<file path="src/rtl/alu_arbiter_if.sv">
// alu_arbiter_if: bus between alu_arbiter, its two requesters and the external ALU.
// slave  : arbiter side (takes requests, rsp_ready and ALU results; drives ready, responses, ALU inputs, op_count)
// master : environment side (requesters plus ALU instance)
interface alu_arbiter_if #(parameter int N = 8);
  logic         req_valid_0, req_valid_1, req_ready_0, req_ready_1;
  logic [N-1:0] req_a_0, req_b_0, req_a_1, req_b_1;
  logic [2:0]   req_op_0, req_op_1;
  logic         rsp_valid_0, rsp_valid_1, rsp_ready_0, rsp_ready_1;
  logic [N-1:0] rsp_y_0, rsp_y_1;
  logic [3:0]   rsp_flags_0, rsp_flags_1;
  logic         rsp_err_0, rsp_err_1;
  logic [N-1:0] alu_a, alu_b, alu_y;
  logic [2:0]   alu_op;
  logic         alu_z, alu_n, alu_c, alu_v;
  logic [15:0]  op_count;
  modport slave (
    input  req_valid_0, req_valid_1, req_a_0, req_b_0, req_a_1, req_b_1, req_op_0, req_op_1,
           rsp_ready_0, rsp_ready_1, alu_y, alu_z, alu_n, alu_c, alu_v,
    output req_ready_0, req_ready_1, rsp_valid_0, rsp_valid_1, rsp_y_0, rsp_y_1,
           rsp_flags_0, rsp_flags_1, rsp_err_0, rsp_err_1, alu_a, alu_b, alu_op, op_count
  );
  modport master (
    output req_valid_0, req_valid_1, req_a_0, req_b_0, req_a_1, req_b_1, req_op_0, req_op_1,
           rsp_ready_0, rsp_ready_1, alu_y, alu_z, alu_n, alu_c, alu_v,
    input  req_ready_0, req_ready_1, rsp_valid_0, rsp_valid_1, rsp_y_0, rsp_y_1,
           rsp_flags_0, rsp_flags_1, rsp_err_0, rsp_err_1, alu_a, alu_b, alu_op, op_count
  );
endinterface

</file>
<file path="src/rtl/alu_arbiter.sv">
// alu_arbiter: round-robin share of one external combinational ALU between two requesters.
// clk, rst : clock and asynchronous active-high reset
// bus      : alu_arbiter_if.slave carrying both request/response handshakes, the ALU bus and op_count
module alu_arbiter #(parameter int N = 8) (
  input logic clk,
  input logic rst,
  alu_arbiter_if.slave bus
);
  typedef enum logic {EMPTY, FULL} slot_t;
  slot_t st0, st1, nx0, nx1;
  logic last_grant, elig0, elig1, g0, g1, legal, drive;
  logic [N-1:0] win_a, win_b;
  logic [2:0] win_op;
  always_comb begin
    // a full slot can take a new request only when it is being drained this cycle
    elig0 = bus.req_valid_0 & ((st0 == EMPTY) | bus.rsp_ready_0);
    elig1 = bus.req_valid_1 & ((st1 == EMPTY) | bus.rsp_ready_1);
    g0 = elig0 & (~elig1 | last_grant);
    g1 = elig1 & (~elig0 | ~last_grant);
    win_a = g1 ? bus.req_a_1 : bus.req_a_0;
    win_b = g1 ? bus.req_b_1 : bus.req_b_0;
    win_op = g1 ? bus.req_op_1 : bus.req_op_0;
    legal = win_op <= 3'd5;
    drive = (g0 | g1) & legal;
    bus.req_ready_0 = g0;
    bus.req_ready_1 = g1;
    // idle or illegal: park the ALU on PASS of zero
    bus.alu_a = drive ? win_a : '0;
    bus.alu_b = drive ? win_b : '0;
    bus.alu_op = drive ? win_op : 3'd5;
    bus.rsp_valid_0 = st0 == FULL;
    bus.rsp_valid_1 = st1 == FULL;
    nx0 = g0 ? FULL : bus.rsp_ready_0 ? EMPTY : st0;
    nx1 = g1 ? FULL : bus.rsp_ready_1 ? EMPTY : st1;
  end
  always_ff @(posedge clk or posedge rst) begin
    if (rst) begin
      st0 <= EMPTY;
      st1 <= EMPTY;
    end else begin
      st0 <= nx0;
      st1 <= nx1;
    end
  end
  always_ff @(posedge clk or posedge rst) begin
    if (rst) begin
      last_grant <= 1'b1;
      bus.op_count <= '0;
      bus.rsp_y_0 <= '0;
      bus.rsp_y_1 <= '0;
      bus.rsp_flags_0 <= '0;
      bus.rsp_flags_1 <= '0;
      bus.rsp_err_0 <= 1'b0;
      bus.rsp_err_1 <= 1'b0;
    end else begin
      if (g0 | g1) begin
        last_grant <= g1;
        bus.op_count <= bus.op_count + 16'd1;
      end
      if (g0) begin
        bus.rsp_y_0 <= legal ? bus.alu_y : '0;
        bus.rsp_flags_0 <= legal ? {bus.alu_z, bus.alu_n, bus.alu_c, bus.alu_v} : 4'd0;
        bus.rsp_err_0 <= ~legal;
      end
      if (g1) begin
        bus.rsp_y_1 <= legal ? bus.alu_y : '0;
        bus.rsp_flags_1 <= legal ? {bus.alu_z, bus.alu_n, bus.alu_c, bus.alu_v} : 4'd0;
        bus.rsp_err_1 <= ~legal;
      end
    end
  end
endmodule

</file>
<file path="src/flat_wrapper.sv">
// flat-port wrapper written by rule: the top's interface ports become plain ports
module alu_arbiter_flat 
#(parameter int N = 8)
  (clk, rst, bus_req_valid_0, bus_req_valid_1, bus_req_a_0, bus_req_b_0, bus_req_a_1, bus_req_b_1, bus_req_op_0, bus_req_op_1, bus_rsp_ready_0, bus_rsp_ready_1, bus_alu_y, bus_alu_z, bus_alu_n, bus_alu_c, bus_alu_v, bus_req_ready_0, bus_req_ready_1, bus_rsp_valid_0, bus_rsp_valid_1, bus_rsp_y_0, bus_rsp_y_1, bus_rsp_flags_0, bus_rsp_flags_1, bus_rsp_err_0, bus_rsp_err_1, bus_alu_a, bus_alu_b, bus_alu_op, bus_op_count);
  alu_arbiter_if #(.N(N)) bus_i ();
  input logic clk;
  input logic rst;
  input wire logic [$bits(bus_i.req_valid_0)-1:0] bus_req_valid_0;
  input wire logic [$bits(bus_i.req_valid_1)-1:0] bus_req_valid_1;
  input wire logic [$bits(bus_i.req_a_0)-1:0] bus_req_a_0;
  input wire logic [$bits(bus_i.req_b_0)-1:0] bus_req_b_0;
  input wire logic [$bits(bus_i.req_a_1)-1:0] bus_req_a_1;
  input wire logic [$bits(bus_i.req_b_1)-1:0] bus_req_b_1;
  input wire logic [$bits(bus_i.req_op_0)-1:0] bus_req_op_0;
  input wire logic [$bits(bus_i.req_op_1)-1:0] bus_req_op_1;
  input wire logic [$bits(bus_i.rsp_ready_0)-1:0] bus_rsp_ready_0;
  input wire logic [$bits(bus_i.rsp_ready_1)-1:0] bus_rsp_ready_1;
  input wire logic [$bits(bus_i.alu_y)-1:0] bus_alu_y;
  input wire logic [$bits(bus_i.alu_z)-1:0] bus_alu_z;
  input wire logic [$bits(bus_i.alu_n)-1:0] bus_alu_n;
  input wire logic [$bits(bus_i.alu_c)-1:0] bus_alu_c;
  input wire logic [$bits(bus_i.alu_v)-1:0] bus_alu_v;
  output wire logic [$bits(bus_i.req_ready_0)-1:0] bus_req_ready_0;
  output wire logic [$bits(bus_i.req_ready_1)-1:0] bus_req_ready_1;
  output wire logic [$bits(bus_i.rsp_valid_0)-1:0] bus_rsp_valid_0;
  output wire logic [$bits(bus_i.rsp_valid_1)-1:0] bus_rsp_valid_1;
  output wire logic [$bits(bus_i.rsp_y_0)-1:0] bus_rsp_y_0;
  output wire logic [$bits(bus_i.rsp_y_1)-1:0] bus_rsp_y_1;
  output wire logic [$bits(bus_i.rsp_flags_0)-1:0] bus_rsp_flags_0;
  output wire logic [$bits(bus_i.rsp_flags_1)-1:0] bus_rsp_flags_1;
  output wire logic [$bits(bus_i.rsp_err_0)-1:0] bus_rsp_err_0;
  output wire logic [$bits(bus_i.rsp_err_1)-1:0] bus_rsp_err_1;
  output wire logic [$bits(bus_i.alu_a)-1:0] bus_alu_a;
  output wire logic [$bits(bus_i.alu_b)-1:0] bus_alu_b;
  output wire logic [$bits(bus_i.alu_op)-1:0] bus_alu_op;
  output wire logic [$bits(bus_i.op_count)-1:0] bus_op_count;
  assign bus_i.req_valid_0 = bus_req_valid_0;
  assign bus_i.req_valid_1 = bus_req_valid_1;
  assign bus_i.req_a_0 = bus_req_a_0;
  assign bus_i.req_b_0 = bus_req_b_0;
  assign bus_i.req_a_1 = bus_req_a_1;
  assign bus_i.req_b_1 = bus_req_b_1;
  assign bus_i.req_op_0 = bus_req_op_0;
  assign bus_i.req_op_1 = bus_req_op_1;
  assign bus_i.rsp_ready_0 = bus_rsp_ready_0;
  assign bus_i.rsp_ready_1 = bus_rsp_ready_1;
  assign bus_i.alu_y = bus_alu_y;
  assign bus_i.alu_z = bus_alu_z;
  assign bus_i.alu_n = bus_alu_n;
  assign bus_i.alu_c = bus_alu_c;
  assign bus_i.alu_v = bus_alu_v;
  assign bus_req_ready_0 = bus_i.req_ready_0;
  assign bus_req_ready_1 = bus_i.req_ready_1;
  assign bus_rsp_valid_0 = bus_i.rsp_valid_0;
  assign bus_rsp_valid_1 = bus_i.rsp_valid_1;
  assign bus_rsp_y_0 = bus_i.rsp_y_0;
  assign bus_rsp_y_1 = bus_i.rsp_y_1;
  assign bus_rsp_flags_0 = bus_i.rsp_flags_0;
  assign bus_rsp_flags_1 = bus_i.rsp_flags_1;
  assign bus_rsp_err_0 = bus_i.rsp_err_0;
  assign bus_rsp_err_1 = bus_i.rsp_err_1;
  assign bus_alu_a = bus_i.alu_a;
  assign bus_alu_b = bus_i.alu_b;
  assign bus_alu_op = bus_i.alu_op;
  assign bus_op_count = bus_i.op_count;
  alu_arbiter #(.N(N)) u_core (.clk(clk), .rst(rst), .bus(bus_i));
endmodule
</file>
<file path="config.mk">
export PLATFORM = sky130hd
export DESIGN_NAME = alu_arbiter_flat
export DESIGN_NICKNAME = d
export VERILOG_FILES = /design/src/rtl/alu_arbiter_if.sv /design/src/rtl/alu_arbiter.sv /design/src/flat_wrapper.sv
export SDC_FILE = /design/constraint.sdc
export NUM_CORES = 1
export LEC_CHECK = 0
export CAP_MARGIN = 5
export CORE_MARGIN = 1
export CORE_UTILIZATION = 35
export CTS_CLUSTER_DIAMETER = 40
export DETAILED_ROUTE_END_ITERATION = 6
export GPL_TIMING_DRIVEN = 1
export PLACE_DENSITY = 0.84
export SETUP_SLACK_MARGIN = 0.2
export SYNTH_ARGS = -nofsm -noshare
export SYNTH_HDL_FRONTEND = slang
export SYNTH_SLANG_ARGS = --single-unit
</file>
<file path="constraint.sdc">
create_clock -name clk -period 4.85 [get_ports clk]
set_input_delay 1.2125 -clock clk [delete_from_list [all_inputs] [get_ports clk]]
set_output_delay 1.2125 -clock clk [all_outputs]
set_load 0.01 [all_outputs]
</file>
* Word-level counts from Yosys, hierarchy flattened *
Index checks and enable logic that the tools add are counted.

operators by class
  add/sub/neg operators = 1
  multiply operators = 0
  div/mod/pow operators = 0
  $lt $le $gt $ge = 1
  equal/unequal tests = 0
  shift-type cells = 0
  mux-type cells = 12
  bitwise logic cells = 16
  reduce and logical (&&, ||, !) cells = 2

operator list
  kind                                                              count
  8-bit 2-to-1 mux                                                  5
  16-bit by 1-bit adder with 16-bit output (second input constant)  1
  3-bit 2-to-1 mux                                                  2
  1-bit NOT                                                         6
  1-bit AND                                                         5
  1-bit bitwise OR                                                  5
  1-bit 2-to-1 mux                                                  4
  4-bit 2-to-1 mux                                                  1
  2-bit nonzero test                                                2
  3-bit <= comparator (second input constant)                       1

storage, ports and cells
  bits in registers = 45
  latch bits = 0
  memory bits (writable) = 0
  bits in read-only memories = 0
  output and inout port bits = 65
  memories = 0

* Depth between registers and ports, before layout *
  depth in word-level cells = 10
  mapped depth = 7
  depth with buffers taken out = 5

* Worst setup path before layout *
Ideal clock, no wire load.

  path kind = input to output
  start = in bus_rsp_ready_0
  end = out bus_alu_a[7]
  arrival = 2.274 ns
  required time = 3.638 ns
  setup slack = 1.363 ns
  stages on the path = 7
  buffers on the path = 2
  path through = nand2b_4 > a311o_1 > buf_6 > clkinv_8 > buf_6 > nand2_1 > a21oi_1

between the ends
  longest elaborated chain between the ends = 9

RTL lines
  item                  RTL line            source
  from (decl)           flat_wrapper.sv:16  input wire logic [$bits(bus_i.rsp_ready_0)-1:0] bus_rsp_ready_0;
  1-bit bitwise OR (*)  alu_arbiter.sv:16   elig0 = bus.req_valid_0 & ((st0 == EMPTY) | bus.rsp_ready_0);
  1-bit AND (*)         alu_arbiter.sv:16
  1-bit NOT             alu_arbiter.sv:19   g1 = elig1 & (~elig0 | ~last_grant);
  1-bit bitwise OR      alu_arbiter.sv:19
  1-bit AND             alu_arbiter.sv:19
  3-bit 2-to-1 mux      alu_arbiter.sv:22   win_op = g1 ? bus.req_op_1 : bus.req_op_0;
  3-bit <= comparator   alu_arbiter.sv:23   legal = win_op <= 3'd5;
  1-bit AND             alu_arbiter.sv:24   drive = (g0 | g1) & legal;
  8-bit 2-to-1 mux (*)  alu_arbiter.sv:28   bus.alu_a = drive ? win_a : '0;
  to (decl)             flat_wrapper.sv:33  output wire logic [$bits(bus_i.alu_a)-1:0] bus_alu_a;

Every way passes the cells marked *; elsewhere a longest branch is shown, timed or not.

* Final worst setup path *
  start = in bus_req_valid_1
  end = out bus_alu_a[0]

between the ends
  longest elaborated chain between the ends = 7

RTL lines
  item                                                                         RTL line           source
  from (decl)                                                                  flat_wrapper.sv:9  input wire logic [$bits(bus_i.req_valid_1)-1:0] bus_req_valid_1;
  1-bit AND (*)                                                                alu_arbiter.sv:17  elig1 = bus.req_valid_1 & ((st1 == EMPTY) | bus.rsp_ready_1);
  parallel branches: the longest is 5 deep, another holds 3-bit <= comparator  -
  8-bit 2-to-1 mux (*)                                                         alu_arbiter.sv:28

Every way passes the cells marked *.

==> results.cfg <==
[global_routing]
grt_overflow = 0
antenna_found_initial = 0
grt_pass1_vias = 2154
grt_pass1_wl_um = 10100
grt_start_max_net_pins = 46
track_usage_pct = 17.8

[setup_path]
required_ns = 3.64
reg2reg_slack_ns = 3.25
critPathLaunch = bus_req_valid_1
r2r_end = u_core.bus.rsp_y_0[4]$_DFFE_PP0P_
crit_arrival_ns = 3.34
crit_type = in -> out
end_kind = output pin
rr_startpoint = u_core.bus.rsp_valid_1$_DFFE_PP0P_
crit_fanout = 24
crit_chain = clkdlybuf4s50_1 -> inv_1 -> a311o_2 -> clkinv_8 -> a2bb2oi_4 -> buf_4 -> a21oi_2 -> clkdlybuf4s50_1
r2r_cells = 5
cp_slowest_cell = clkdlybuf4s50_1
crit_path_max_incr_delay_ns = 0.55
crit_end = bus_alu_a[0]
cp_common_cell = clkdlybuf4s50_1
start_kind = input pin

[timing]
worstMarginPinSlew_ns = 0.938
setup-violations-final = 0
slew-limit-headroom_pct = 37.4
rsz0062_at_grt = no
clock_skew_ns = 0.00341
hold_violations = 0
period_minus_slack_ns = 4.55
timing.hold.ws_ns = 0.472
tns_ns = 0
fmax_ghz = 0.220
fin_crit_sh_pct = 93.8
slew_viol_final = 0

[placement]
dp_hpwl_um = 4580
gp_congestion = 0.757
io_buffers = 120

[synthesis]
synth_area_mm2 = 0.00229
synth-async-reset-ratio_pct = 100
synth_top_area_share_pct = 48.0
synth_edf_count = 0
ys_seq_area_share_pct = 49.2
syn_inst = 254
synth.distinct_cells = 32
synth_nets = 311
synth_seq_cells = 45
ys.flop_type = dfrtp_1
synth.top_cells.by_area = dfrtp_1 48%, nand2_1 15%, xnor2_1 5.3%
synth_area_per_cell_um2 = 9.03
yosysWarnings = 0
yosys.area.top_type = dfrtp_1

[clock_tree]
cts-htree-levels = 2
clock_latency_ns = 0.29
path_clk_slew_ns = 0.08
cts_inserted_buffers = 5
cts.sinks = 45
cts-root-buf = clkbuf_8
cts_tree = yes
cts_hold_buf = 0
clockBufferDepth = 2

[pwr]
pwr-share-clk_pct = 16.8
p_comb_share_pct = 42.9
seqPwrFrac_pct = 40.3
internal_power_w = 0.000876
sw_frac_of_total_pct = 34.1
p_leak_nw = 1.62
cellPowerDensity_mw_per_mm2 = 363
p_switching_w = 0.000452
ir_worst_vdd_mv = 0.201

[cells_and_area]
diodes = 0
final_cell_mix = 118 x clkdlybuf4s50_1, 92 x nand2_1, 44 x dfrtp_1
areaGrowthSynthToFinish_pct = 59.4
nets = 431
layout-drive-gt1-share_pct = 9.07
layout.cells.most_common = clkdlybuf4s50_1

[flow_run]
drv_cap = 0

[floorplan]
ioPinCount = 121
dieHeight_um = 83.0
start_util_pct = 36.1
placementRows = 29
coreArea_mm2 = 0.00635
die_area_mm2 = 0.00688
die_x_um = 83.0

[routing]
wl_per_cell_um = 13.5
ant_nets = 0
dr.pass1.iters = 4
detail_route.iter0.violations = 72
drc = 0
route.vias.total = 2203
wl_um = 6120
detail_route.vias_per_cell = 4.87

[run_status]
status = finished, final reports clean

[min_path]
hp-class = reg -> reg
[routing by layer]
metal	routed length [um]	global-route usage (%)	vias to the layer above
met3	461	4.47	6
met2	2960	30.3	95
met1	2630	22.6	1017
li1	-	-	1085
met5	0	0	-
met4	62	4.70	0
[cell families (layout without fill, tap and decap cells)]
group                    after synthesis  in the layout  share of synthesized area [%]
XOR/XNOR                              15             15                           5.73
AND/OR/NAND/NOR                      133            133                           26.0
flip-flops                            45             45                           49.2
multiplexers                           1              1                          0.491
adder cells (fa/ha/maj)                1              1                          0.545
buffers and inverters                 21            142                           5.95
AO/OA/AOI/OAI                         38             38                           12.1
[cell type report]
class / count / area [um2]
clock buffers: 6 / 72.6
clock inverters: 2 / 10.0
fillers: 580 / 2690
inverters: 5 / 31.3
multi-input cells: 188 / 1040
flip-flops and latches: 45 / 1130
well taps: 77 / 96.3
repair buffers: 129 / 1280
[critical path, delay by kind of cell]
family,cells,cell delay (ns)
buffers and inverters,5,1.50
AOI/OAI and AO/OA,3,0.60
[power groups by stage]
stage               Clock [W]  Combinational [W]  Sequential [W]
CTS                  0.000229           0.000577        0.000536
floorplan                   0           0.000233        0.000568
global placement            0           0.000562        0.000536
detailed placement          0           0.000574        0.000543
global route         0.000245           0.000616        0.000548
finish               0.000223           0.000570        0.000535
[through the flow]
stage	setup slack, ns	instance area (um2)	util (%)	power (W)	instances
4_1_cts	0.175	3650	57.5	0.00134	452
3_3_place_gp	0.201	3560	56.1	0.00110	444
6_report	0.300	3660	57.6	0.00133	452
3_5_place_dp	0.114	3560	56.1	0.00112	444
5_1_grt	0.210	3660	57.6	0.00141	452
2_1_floorplan	1.36	2290	-	0.000801	254
[what timing repair did]
item | CTS | global route
gates resized for setup | 1 | 3
endpoints found under the setup margin | 3 | 16
pin swaps | 0 | 1
buffers inserted | 0 | 0
[how the worst min path moves through the flow]
stage | startpoint | endpoint | cells past startpoint
final | u_core.bus.rsp_y_1[2]$_DFFE_PP0N_ | u_core.bus.rsp_y_1[2]$_DFFE_PP0N_ | 2
after global placement | u_core.bus.rsp_y_1[5]$_DFFE_PP0N_ | u_core.bus.rsp_y_1[5]$_DFFE_PP0N_ | 2
after global routing | u_core.bus.rsp_y_1[0]$_DFFE_PP0N_ | u_core.bus.rsp_y_1[0]$_DFFE_PP0N_ | 2
after floorplan | u_core.bus.rsp_y_1[3]$_DFFE_PP0N_ | u_core.bus.rsp_y_1[3]$_DFFE_PP0N_ | 2
after detailed placement | u_core.bus.rsp_y_1[2]$_DFFE_PP0N_ | u_core.bus.rsp_y_1[2]$_DFFE_PP0N_ | 2
after CTS | u_core.bus.rsp_y_1[2]$_DFFE_PP0N_ | u_core.bus.rsp_y_1[2]$_DFFE_PP0N_ | 2
[state kept, by name (all words and copies together), names as in the netlist]
register / count
u_core.bus.rsp_y_0: 8
u_core.last_grant: 1
u_core.bus.op_count: 16
u_core.bus.rsp_err_1: 1
u_core.bus.rsp_flags_1: 4
u_core.bus.rsp_flags_0: 4
u_core.bus.rsp_y_1: 8
u_core.bus.rsp_err_0: 1
u_core.bus.rsp_valid_0: 1
u_core.bus.rsp_valid_1: 1
[cells in the mapped netlist, drive strengths merged, types with 2 or more instances]
| master | instances |
|---|---|
| nand3b | 3 |
| inv | 4 |
| buf | 11 |
| xnor2 | 14 |
| dfrtp | 44 |
| nand4 | 8 |
| and3 | 4 |
| and2 | 4 |
| clkbuf | 5 |
| o21ai | 14 |
| nand2b | 2 |
| and4 | 2 |
| a21oi | 17 |
| nand3 | 17 |
| nand2 | 92 |
(Power assumes the default switching activity.)
